==> src/rtl/pkg_tpu.sv <==
// Shared TPU datapath types.
package pkg_tpu;

  typedef logic [15:0] address_t;
  typedef logic [31:0] instr_t;

endpackage

==> src/rtl/ifetch_queue.sv <==
// Instruction fetch queue: issues instruction-memory reads under a credit scheme,
// buffers returned instructions with their PCs and presents them in order to decode.
module ifetch_queue
  import pkg_tpu::*;
#(
  parameter int unsigned DEPTH = 4
) (
  input  logic     clock,
  input  logic     reset,
  input  logic     I_IFetch,
  input  address_t I_Address,
  input  logic     I_Flush,
  output logic     O_IMem_Re,
  output address_t O_IMem_Addr,
  input  instr_t   I_IMem_Data,
  output logic     O_Valid,
  output instr_t   O_Instr,
  output address_t O_PC,
  input  logic     I_Ready,
  output logic     O_StallReq
);

  localparam int unsigned PW = (DEPTH > 1) ? $clog2(DEPTH) : 1;
  localparam int unsigned CW = PW + 1;

  typedef enum logic [1:0] {
    StIdle,
    StRun,
    StFlush
  } state_e;

  state_e          state_q, state_d;
  logic [CW-1:0]   count_q, count_d;
  logic [PW-1:0]   head_q, tail_q;
  logic            inflight_q;
  address_t        inflight_pc_q;
  address_t        addr_q;
  instr_t          instr_mem [DEPTH];
  address_t        pc_mem    [DEPTH];

  logic            has_credit;
  logic            issue;
  logic            push;
  logic            pop;

  // Issue/push/pop decode and combinational outputs.
  always_comb begin
    // Credit is computed from registered state only, so a same-cycle pop never frees a slot.
    has_credit  = (count_q + CW'(inflight_q)) < CW'(DEPTH);
    // Gating with reset keeps the request-side outputs quiet while reset is held.
    issue       = reset & I_IFetch & ~I_Flush & has_credit & (state_q != StFlush);
    push        = inflight_q & ~I_Flush;
    O_Valid     = (count_q != '0) & (state_q != StFlush);
    pop         = O_Valid & I_Ready;
    O_IMem_Re   = issue;
    O_IMem_Addr = issue ? I_Address : addr_q;
    O_StallReq  = reset & I_IFetch & ~issue & ~I_Flush;
    O_Instr     = instr_mem[head_q];
    O_PC        = pc_mem[head_q];
  end

  // Next-state logic for the control FSM and the occupancy counter.
  always_comb begin
    state_d = state_q;
    count_d = count_q;
    unique case (state_q)
      StIdle: begin
        if (I_Flush) begin
          state_d = StFlush;
        end else if (I_IFetch) begin
          state_d = StRun;
        end
      end
      StRun: begin
        if (I_Flush) begin
          state_d = StFlush;
        end
      end
      StFlush: begin
        state_d = I_Flush ? StFlush : StRun;
      end
      default: state_d = StIdle;
    endcase

    if (I_Flush) begin
      count_d = '0;
    end else begin
      case ({push, pop})
        2'b10:   count_d = count_q + CW'(1);
        2'b01:   count_d = count_q - CW'(1);
        default: count_d = count_q;
      endcase
    end
  end

  // Control state, pointers and the outstanding-read tracker.
  always_ff @(posedge clock or negedge reset) begin
    if (!reset) begin
      state_q       <= StIdle;
      count_q       <= '0;
      head_q        <= '0;
      tail_q        <= '0;
      inflight_q    <= 1'b0;
      inflight_pc_q <= '0;
      addr_q        <= '0;
    end else begin
      state_q <= state_d;
      count_q <= count_d;
      if (issue) begin
        inflight_pc_q <= I_Address;
        addr_q        <= I_Address;
      end
      if (I_Flush) begin
        head_q     <= '0;
        tail_q     <= '0;
        inflight_q <= 1'b0;
      end else begin
        inflight_q <= issue;
        if (push) begin
          tail_q <= tail_q + PW'(1);
        end
        if (pop) begin
          head_q <= head_q + PW'(1);
        end
      end
    end
  end

  // Entry storage; cleared on reset so the head outputs read zero afterwards.
  always_ff @(posedge clock or negedge reset) begin
    if (!reset) begin
      for (int i = 0; i < DEPTH; i++) begin
        instr_mem[i] <= '0;
        pc_mem[i]    <= '0;
      end
    end else if (push) begin
      instr_mem[tail_q] <= I_IMem_Data;
      pc_mem[tail_q]    <= inflight_pc_q;
    end
  end

endmodule

==> config.mk <==
export PLATFORM = sky130hd
export DESIGN_NAME = ifetch_queue
export DESIGN_NICKNAME = d
export VERILOG_FILES = /design/src/rtl/pkg_tpu.sv /design/src/rtl/ifetch_queue.sv
export SDC_FILE = /design/constraint.sdc
export NUM_CORES = 1
export LEC_CHECK = 0
export ABC_AREA = 1
export CAP_MARGIN = 20
export CORE_MARGIN = 3
export CORE_UTILIZATION = 50
export DETAILED_ROUTE_END_ITERATION = 8
export PLACE_DENSITY = 0.79
export SLEW_MARGIN = 25
export SYNTH_ARGS = -nofsm -noshare
export SYNTH_HDL_FRONTEND = slang
export SYNTH_SLANG_ARGS = --single-unit
==> constraint.sdc <==
create_clock -name clock -period 1.6 [get_ports clock]
set_input_delay 0.32 -clock clock [delete_from_list [all_inputs] [get_ports clock]]
set_output_delay 0.32 -clock clock [all_outputs]
set_load 0.05 [all_outputs]
# Word-level counts from Yosys, hierarchy flattened
# Cells that the tools add are included.
# W data, S select, Z words.
dict set report op_classes {
  eq_ne 7
  reduce_logical 7
  bitwise 13
  n_mux 25
  addsub 5
  order_cmp 4
}
# operator n
set op_table {}
lappend op_table {{$bwmux W128} 1}
lappend op_table {{$mux W32} 3}
lappend op_table {{$bmux W32 S2} 1}
lappend op_table {{$bwmux W64} 1}
lappend op_table {{$demux W32 S2} 1}
lappend op_table {{$mux W16} 4}
lappend op_table {{$bmux W16 S2} 1}
lappend op_table {{$demux W16 S2} 1}
lappend op_table {{$mux W2} 8}
lappend op_table {{$and A1 B1 Y1} 9}
lappend op_table {{$ge A3 B3 Y1 const B} 2}
lappend op_table {{$not A2 Y3} 2}
lappend op_table {{$pmux W2 S3} 1}
lappend op_table {{$pmux W3 S2} 1}
lappend op_table {{$reduce_bool A3 Y1} 2}
lappend op_table {{$add A2 B1 Y2 const B} 2}
lappend op_table {{$eq A2 B1 Y1 const B} 2}
lappend op_table {{$eq A2 B2 Y1 const B} 2}
lappend op_table {{$ne A2 B2 Y1 const B} 2}
lappend op_table {{$reduce_bool A2 Y1} 2}
lappend op_table {{$add A3 B1 Y3} 1}
lappend op_table {{$add A3 B1 Y3 const B} 1}
lappend op_table {{$lt A3 B1 Y1 const B} 1}
lappend op_table {{$lt A3 B3 Y1 const B} 1}
lappend op_table {{8 further kinds} 9}
dict set report totals {
  wordCells 76
  ff_bits 234
  output_inout_bits 67
}

# Logic depth before layout (Yosys ltp)
# Gate-level depths: netlist (run 1).
dict set report logic_depth {
  ltp_word 7
  depth_mapped 11
  ltp_nobuf 11
}

# Least setup slack after synthesis (run 1)
# OpenSTA, ideal clock, no wires.
dict set report synth_path {
  kind {flip-flop to output port}
  startpoint {reg count_q[0]}
  endpoint {out O_IMem_Addr[0]}
  stages_incl_launch_ff 6
  slack_ns -0.928
  t_required_ns 1.280
  arrival_ns 2.208
  path_cell_list {dfrtp_1 -> nand3_1 -> o21ai_1 -> nor3_4 -> buf_2 -> o21ai_0}
}
dict set report synth_via {
  elab_chain_len 5
}
# element line
set synth_rtl {}
lappend synth_rtl {{from (decl)} ifetch_queue.sv:33} ;# logic [CW-1:0] count_q, count_d;
lappend synth_rtl {{from (signal assigned)} ifetch_queue.sv:108} ;# count_q <= count_d;
lappend synth_rtl {{$add A3 B1 Y3} ifetch_queue.sv:49} ;# has_credit = (count_q + CW'(inflight_q)) < CW'(DEPTH);
lappend synth_rtl {{$lt A3 B3 Y1} ifetch_queue.sv:49}
lappend synth_rtl {{$and A1 B1 Y1 (2 in series)} ifetch_queue.sv:51} ;# issue = reset & I_IFetch & ~I_Flush & has_credit & (state_q != StFlush);
lappend synth_rtl {{named net O_IMem_Re} ifetch_queue.sv:13} ;# output logic O_IMem_Re,
lappend synth_rtl {{$mux W16} --}
lappend synth_rtl {{to (decl)} ifetch_queue.sv:14} ;# output address_t O_IMem_Addr,
# The timed path passes the listed nets, and every way through them passes these cells.

# Worst setup path in the final report (run 1)
dict set report layout_path {
  startpoint {reg head_q[0]}
  endpoint {out O_PC[13]}
}
dict set report layout_via {
  elab_chain_len 4
}
# element line
set layout_rtl {}
lappend layout_rtl {{from (decl)} ifetch_queue.sv:34} ;# logic [PW-1:0] head_q, tail_q;
lappend layout_rtl {{from (signal assigned)} ifetch_queue.sv:123} ;# head_q <= head_q + PW'(1);
lappend layout_rtl {{$not A2 Y3 (implied by the code)} ifetch_queue.sv:59} ;# O_PC = pc_mem[head_q];
lappend layout_rtl {{$bmux W16 S2} ifetch_queue.sv:59}
lappend layout_rtl {{$mux W16 (implied by the code) (2 in series)} ifetch_queue.sv:59}
lappend layout_rtl {{to (decl)} ifetch_queue.sv:18} ;# output address_t O_PC,
# No other way between the ends. The select of a mux whose other input is x is not followed.

==> flow_summary.json, run 1 <==
{
  "ctsHoldBuffers": 0,
  "finalPower_mw": 20.2,
  "ant_nets": 0,
  "worstReg2RegStart": "count_q[1]",
  "layout_commonest_cell": "dfrtp_1",
  "finClkSkew_ns": 0.0131,
  "syn-num-nets": 1166,
  "area_delta_synth_final_pct": 68.6,
  "ys_seq_area_share_pct": 59.2,
  "arrival_ns": 2.14,
  "initial_core_util_pct": 51.8,
  "min_path_type": "input pin to asynchronous set/reset pin",
  "syn_inst": 1108,
  "ir_worst_vdd_v": 0.000963,
  "synth_top_cell_area_share_pct": 59.2,
  "fin_ws_ns": -0.863,
  "fillers": 690,
  "cts.reportedPaths.clkPinSlew_ns": 0.07,
  "avgSynthCellArea_um2": 8.92,
  "postRouteWirelength_um": 45000,
  "portBuffers": 119,
  "fmax_mhz": 406,
  "yosys.area.top_type": "dfrtp_1",
  "die_h_um": 147,
  "fin_crit_ns": 2.46,
  "syn-cell-area_um2": 9890,
  "path_max_fanout": 6,
  "reg2reg_depth": 13,
  "first_global_vias": 10100,
  "wl_per_cell_um": 27.9,
  "grt_antenna_before_repair": 0,
  "dp.cells": 1515,
  "rows": 50,
  "overflow": 0,
  "numCtsBuffers": 24,
  "hold-worst-slack_ns": -0.0442,
  "maxCapViolations": 0,
  "crit_required_ns": 1.28,
  "place_hpwl_um": 15800,
  "first_pass_iters": 6,
  "drc_errors": 0,
  "cts_tree": "built",
  "rsz0062_at_grt": "yes",
  "worstReg2RegEnd": "count_q[2]",
  "finish.net_count": 1394,
  "clockBufferDepth": 3,
  "place.gp.congestion": 0.792,
  "grt_pass1_wl_um": 54100,
  "drive_gt1_share_pct": 40.0,
  "ctsHtreeMaxLevel": 1,
  "post-route-period-util_pct": 154,
  "synthDistinctLibCells": 26,
  "finalNonFillerCells": 1614,
  "setup_viol": 88,
  "core_area_um2": 19100,
  "die_x_um": 147,
  "violations": "negative hold slack, negative setup slack",
  "diodes": 0,
  "criticalPathCategory": "flop to output port",
  "cp-end-kind": "output port",
  "vias": 10600,
  "reg2reg_slack_ns": -0.42,
  "max_slew_margin_pct": 44.9,
  "seqCellArea_um2": 5860,
  "multiInputGateArea_um2": 5430,
  "vias_per_cell": 6.60,
  "die_area_um2": 21500,
  "clock_sinks": 234,
  "status": "finished, violations left",
  "grt_max_degree": 130,
  "clockRootBuffer": "clkbuf_16",
  "grtUsageTotal_pct": 31.2,
  "leakagePower_nw": 7.36,
  "drv_slew": 0,
  "pwr_density_cell_nw_per_um2": 1210,
  "hold_viol_final": 9,
  "yosys_warnings": 0,
  "io_pins": 120,
  "worst_pin_slew_ns": 0.827,
  "final_cell_mix": "dfrtp_1, nand2_1, o21ai_0",
  "yosys_register_bits": 234,
  "drt_iter0_drc": 1541,
  "cp-start-kind": "flop",
  "synth.area.top_cells": "dfrtp_1, o21ai_0, nand2_1",
  "clk_latency_ns": 0.53
}
layout make-up:
| class | count | share of cell area, % |
|---|---|---|
| timing repair buffer | 276 | 23.1 |
| sequential | 234 | 35.2 |
| clock buffer | 40 | 4.75 |
| multi-input combinational | 723 | 32.6 |
| inverter | 75 | 1.90 |
| tap | 260 | 1.95 |
| timing repair inverter | 2 | 0.278 |
| clock inverter | 4 | 0.270 |
worst max path at each step:
stage	cells after the start	end	slack (ns)	startpoint
2_1_floorplan	11	count_q[2]	-0.09	count_q[1]
3_3_place_gp	8	O_IMem_Addr[12]	-0.54	I_Flush
3_5_place_dp	7	O_IMem_Addr[10]	-0.57	I_IFetch
4_1_cts	8	O_IMem_Addr[2]	-0.75	count_q[1]
5_1_grt	6	O_PC[13]	-0.86	head_q[0]
6_report	6	O_PC[13]	-0.86	head_q[0]
registers in the layout (all words and copies together) (netlist names), 2 cells and up:
| signal | cells |
|---|---|
| count_q | 3 |
| inflight_pc_q | 16 |
| instr_mem | 128 |
| pc_mem | 64 |
| state_q | 2 |
| tail_q | 2 |
| addr_q | 16 |
| head_q | 2 |
report_power, final:
part	switching, mW	internal, mW
Clock	2.54	3.52
Combinational	4.13	2.89
Sequential	0.599	6.56
Total	7.27	13.0
critical path: stages (launching register included):
cell	delay, ns
dfrtp_4	0.47
buf_12	0.23
inv_12	0.07
buf_16	0.14
o21ai_1	0.37
o22ai_4	0.14
buf_6	0.18
per-layer routing:
| layer | track usage (%) | wire length, um | vias to the layer above | part of all wire (%) |
|---|---|---|---|---|
| li1 | - | - | 4128 | - |
| met1 | 38.5 | 14600 | 5191 | 32 |
| met2 | 52.0 | 21400 | 997 | 48 |
| met3 | 7.51 | 5090 | 332 | 11 |
| met4 | 14.7 | 3870 | 0 | 8.6 |
| met5 | 0 | 0 | - | 0 |
synth_stat cells:
cell type and number:
buf_2 10, nor3_1 2, o21ai_1 12, inv_2 4, nand4_1 1, buf_6 4
a22o_1 1, a211oi_1 1, inv_1 71, nand3_1 6, nand2_1 221, o22ai_1 48
o21ai_0 311, nand2_2 4, a21oi_1 4, fa_1 1, nor2_1 103, buf_4 18
ha_1 4, and2_1 1, nor3_4 1, xnor2_1 1, xor2_1 1, clkbuf_2 2
clkbuf_1 42, dfrtp_1 234
cells by family after synthesis:
family / synth area share (%)
flops: 59.2
compound gates: 19.8
buf+inv: 6.87
fa+ha+maj: 0.709
xor+xnor: 0.177
simple gates: 13.3
metrics by stage:
step | utilization, % | TNS [ns] | hold slack, ns | setup slack, ns | area (um^2)
finish | 87.4 | -48.60 | -0.0442 | -0.863 | 16700
global route | 87.4 | -52.69 | 0.0678 | -0.859 | 16700
CTS | 81.0 | -44.96 | 0.0337 | -0.750 | 15400
detailed placement | 68.1 | -71.11 | 0.468 | -0.573 | 13000
global placement | 68.1 | -64.07 | 0.461 | -0.535 | 13000
floorplan | - | -1.26 | 0.0244 | -0.0900 | 10800
what timing repair did:
| action | 4_1_cts | 5_1_grt |
|---|---|---|
| gates resized for setup | 309 | 253 |
| cloned | 23 | 17 |
| setup endpoints to repair | 71 | 93 |
| buffers inserted | 20 | 19 |
| pin swaps | 43 | 45 |
Note: power is estimated with default switching activity, not from simulation.
==> run 2: changes to the inputs <==
--- a/config.mk
+++ b/config.mk
@@ -6,7 +6,7 @@
 export NUM_CORES = 1
 export LEC_CHECK = 0
 export ABC_AREA = 1
-export CAP_MARGIN = 20
+export CAP_MARGIN = 10
 export CORE_MARGIN = 3
 export CORE_UTILIZATION = 50
 export DETAILED_ROUTE_END_ITERATION = 8
@@ -15,3 +15,4 @@
 export SYNTH_ARGS = -nofsm -noshare
 export SYNTH_HDL_FRONTEND = slang
 export SYNTH_SLANG_ARGS = --single-unit
+export TNS_END_PERCENT = 1
==> run 2 against run 1 <==
The flow finishes with violations (negative setup slack); sequential share of layout area grew 5.8 points; design area shrank 14%; power is 8.4% lower; clock skew is 0.0018 ns lower; sequential cell count did not move; routed wire length shrank 40%; die area unchanged; clock-buffer cell count is 11 lower; worst setup slack gained 0.074 ns; core utilization is 12 points lower; critical path depth up 2; critical path type unchanged; critical endpoint is now O_IMem_Addr[5]; largest power group unchanged.
==> flow_summary.json, run 2 (synthesized netlist as in run 1, its figures left out) <==
{
  "startpoint": "count_q[1]",
  "setup_viol": 69,
  "final_area_um2": 14300,
  "numCtsBuffers": 24,
  "path_buf_inv": 4,
  "rsz0062_at_grt": "yes",
  "vias": 8665,
  "place_ws_ns": -0.564,
  "setup_tns_ns": -40.95,
  "hold-worst-slack_ns": 0.335,
  "dp.cells": 1521,
  "path_delay_family": "buffers and inverters",
  "seqCellArea_um2": 5860,
  "area_delta_synth_final_pct": 44.9,
  "slowest_stage": "dfrtp_1",
  "max_slew_margin_pct": 54.4,
  "finish.net_count": 1349,
  "rows": 50,
  "finalNonFillerCells": 1565,
  "clk_latency_ns": 0.51,
  "clock_sinks": 234,
  "leakagePower_nw": 6.62,
  "post-route-period-util_pct": 149,
  "pwr_density_cell_nw_per_um2": 1290,
  "top_regs": "instr_mem x128, pc_mem x64",
  "p_int_mw": 12.4,
  "core_area_um2": 19100,
  "power.net_switching_mw": 6.10,
  "worst_pin_slew_ns": 0.684,
  "arrival_ns": 2.07,
  "min_from": "reset",
  "place.gp.congestion": 0.803,
  "p_clk_share_pct": 31.6,
  "die_h_um": 147,
  "worstReg2RegEnd": "count_q[2]",
  "hold_end": "inflight_q",
  "fin_ws_ns": -0.789,
  "grt_max_degree": 125,
  "critPathMaxStageDelay_ns": 0.38,
  "power.share.sequential_pct": 37.1,
  "place_area_um2": 13100,
  "cts_tree": "built",
  "finClkSkew_ns": 0.0113,
  "reg2reg_depth": 12,
  "fmax_mhz": 419,
  "initial_core_util_pct": 51.8,
  "overflow": 0,
  "cp-end-kind": "output port",
  "crit_required_ns": 1.28,
  "hold_viol_final": 0,
  "postRouteWirelength_um": 26900,
  "drv_slew": 0,
  "path_max_fanout": 18,
  "layout_commonest_cell": "dfrtp_1",
  "die_x_um": 147,
  "hold_depth": 4,
  "largest_reg_flops": 128,
  "drive_gt1_share_pct": 25.9,
  "cts.reportedPaths.clkPinSlew_ns": 0.06,
  "maxCapViolations": 0,
  "grt_antenna_before_repair": 0,
  "fin_crit_ns": 2.39,
  "combPwrFrac_pct": 31.3,
  "drt_iter0_drc": 755,
  "p_sw_share_pct": 32.9,
  "fillers": 1249,
  "status": "finished, violations left",
  "largest-register": "instr_mem",
  "final_cell_mix": "dfrtp_1, nand2_1, o21ai_0",
  "diodes": 0,
  "cp-start-kind": "flop",
  "grt_pass1_wl_um": 44500,
  "first_pass_iters": 5,
  "drc_errors": 0,
  "violations": "negative setup slack",
  "finalPower_mw": 18.5,
  "worstReg2RegStart": "count_q[1]",
  "crit_chain": "nand3_2, o21ai_4, nor3_4, buf_12, clkbuf_16, buf_4, o21ai_4, buf_12",
  "wl_per_cell_um": 17.2,
  "multiInputGateArea_um2": 4360,
  "min_path_type": "input pin to flop",
  "place_hpwl_um": 16400,
  "first_global_vias": 8820,
  "utilization_pct": 75.1,
  "grtUsageTotal_pct": 24.8,
  "die_area_um2": 21500,
  "criticalPathCategory": "flop to output port",
  "portBuffers": 119,
  "reg2reg_slack_ns": -0.21,
  "vias_per_cell": 5.54,
  "clockBufferDepth": 3,
  "ant_nets": 0,
  "clockRootBuffer": "clkbuf_16",
  "io_pins": 120,
  "ir_worst_vdd_v": 0.000920,
  "ctsHtreeMaxLevel": 1
}
[run 2: layer usage]
| metal | vias up | share of wire [%] | track usage, % |
|---|---|---|---|
| li1 | 4024 | - | - |
| met1 | 4298 | 41 | 33.2 |
| met2 | 302 | 51 | 42.4 |
| met3 | 41 | 6.9 | 4.59 |
| met4 | 0 | 1.7 | 5.69 |
| met5 | - | 0 | 0 |
[run 2: timing repair]
item                                    4_1_cts  5_1_grt
endpoints found under the setup margin       68       74
resized for setup                           145       38
setup buffers                                 0        2
pin swaps                                    16        8
hold endpoints to repair                      2        0
hold buffers                                  1        0
gates cloned                                  0        1
[run 2: worst max-delay path by stage]
| stage | endpoint | slack, ns | cells past startpoint |
|---|---|---|---|
| 4_1_cts | O_IMem_Addr[7] | -0.77 | 8 |
| 5_1_grt | O_IMem_Addr[10] | -0.89 | 8 |
| 3_5_place_dp | O_IMem_Addr[5] | -0.56 | 8 |
| 3_3_place_gp | O_IMem_Addr[3] | -0.52 | 8 |
| 6_report | O_IMem_Addr[5] | -0.79 | 8 |
| 2_1_floorplan | count_q[2] | -0.09 | 11 |
[run 2: power groups by stage]
| stage | logic, mW | clock network (mW) | registers [mW] |
|---|---|---|---|
| finish | 5.81 | 5.85 | 6.89 |
| global route | 6.16 | 6.22 | 6.96 |
| CTS | 5.77 | 5.96 | 6.88 |
| detailed placement | 5.44 | 0 | 6.96 |
| global placement | 5.35 | 0 | 6.93 |
| floorplan | 3.65 | 0 | 6.88 |
[run 2: final cells by class]
cell class                 instances  share of cell area, %
sequential                       234                   40.9
multi-input combinational        723                   30.5
timing repair buffer             233                   18.6
clock buffer                      29                   4.61
tap                              260                   2.27
inverter                          75                   2.04
clock inverter                    11                   1.13
[run 2: worst register-to-register path, cell delays in order, from the launching register on]
cell,delay (ns)
dfrtp_1,0.40
buf_4,0.16
nor2_1,0.13
nand2_2,0.08
nand4_1,0.11
inv_1,0.06
fa_2,0.33
xnor2_1,0.19
nand2_1,0.07
inv_1,0.05
nor2_1,0.03
nand2_1,0.05
nand2_1,0.04
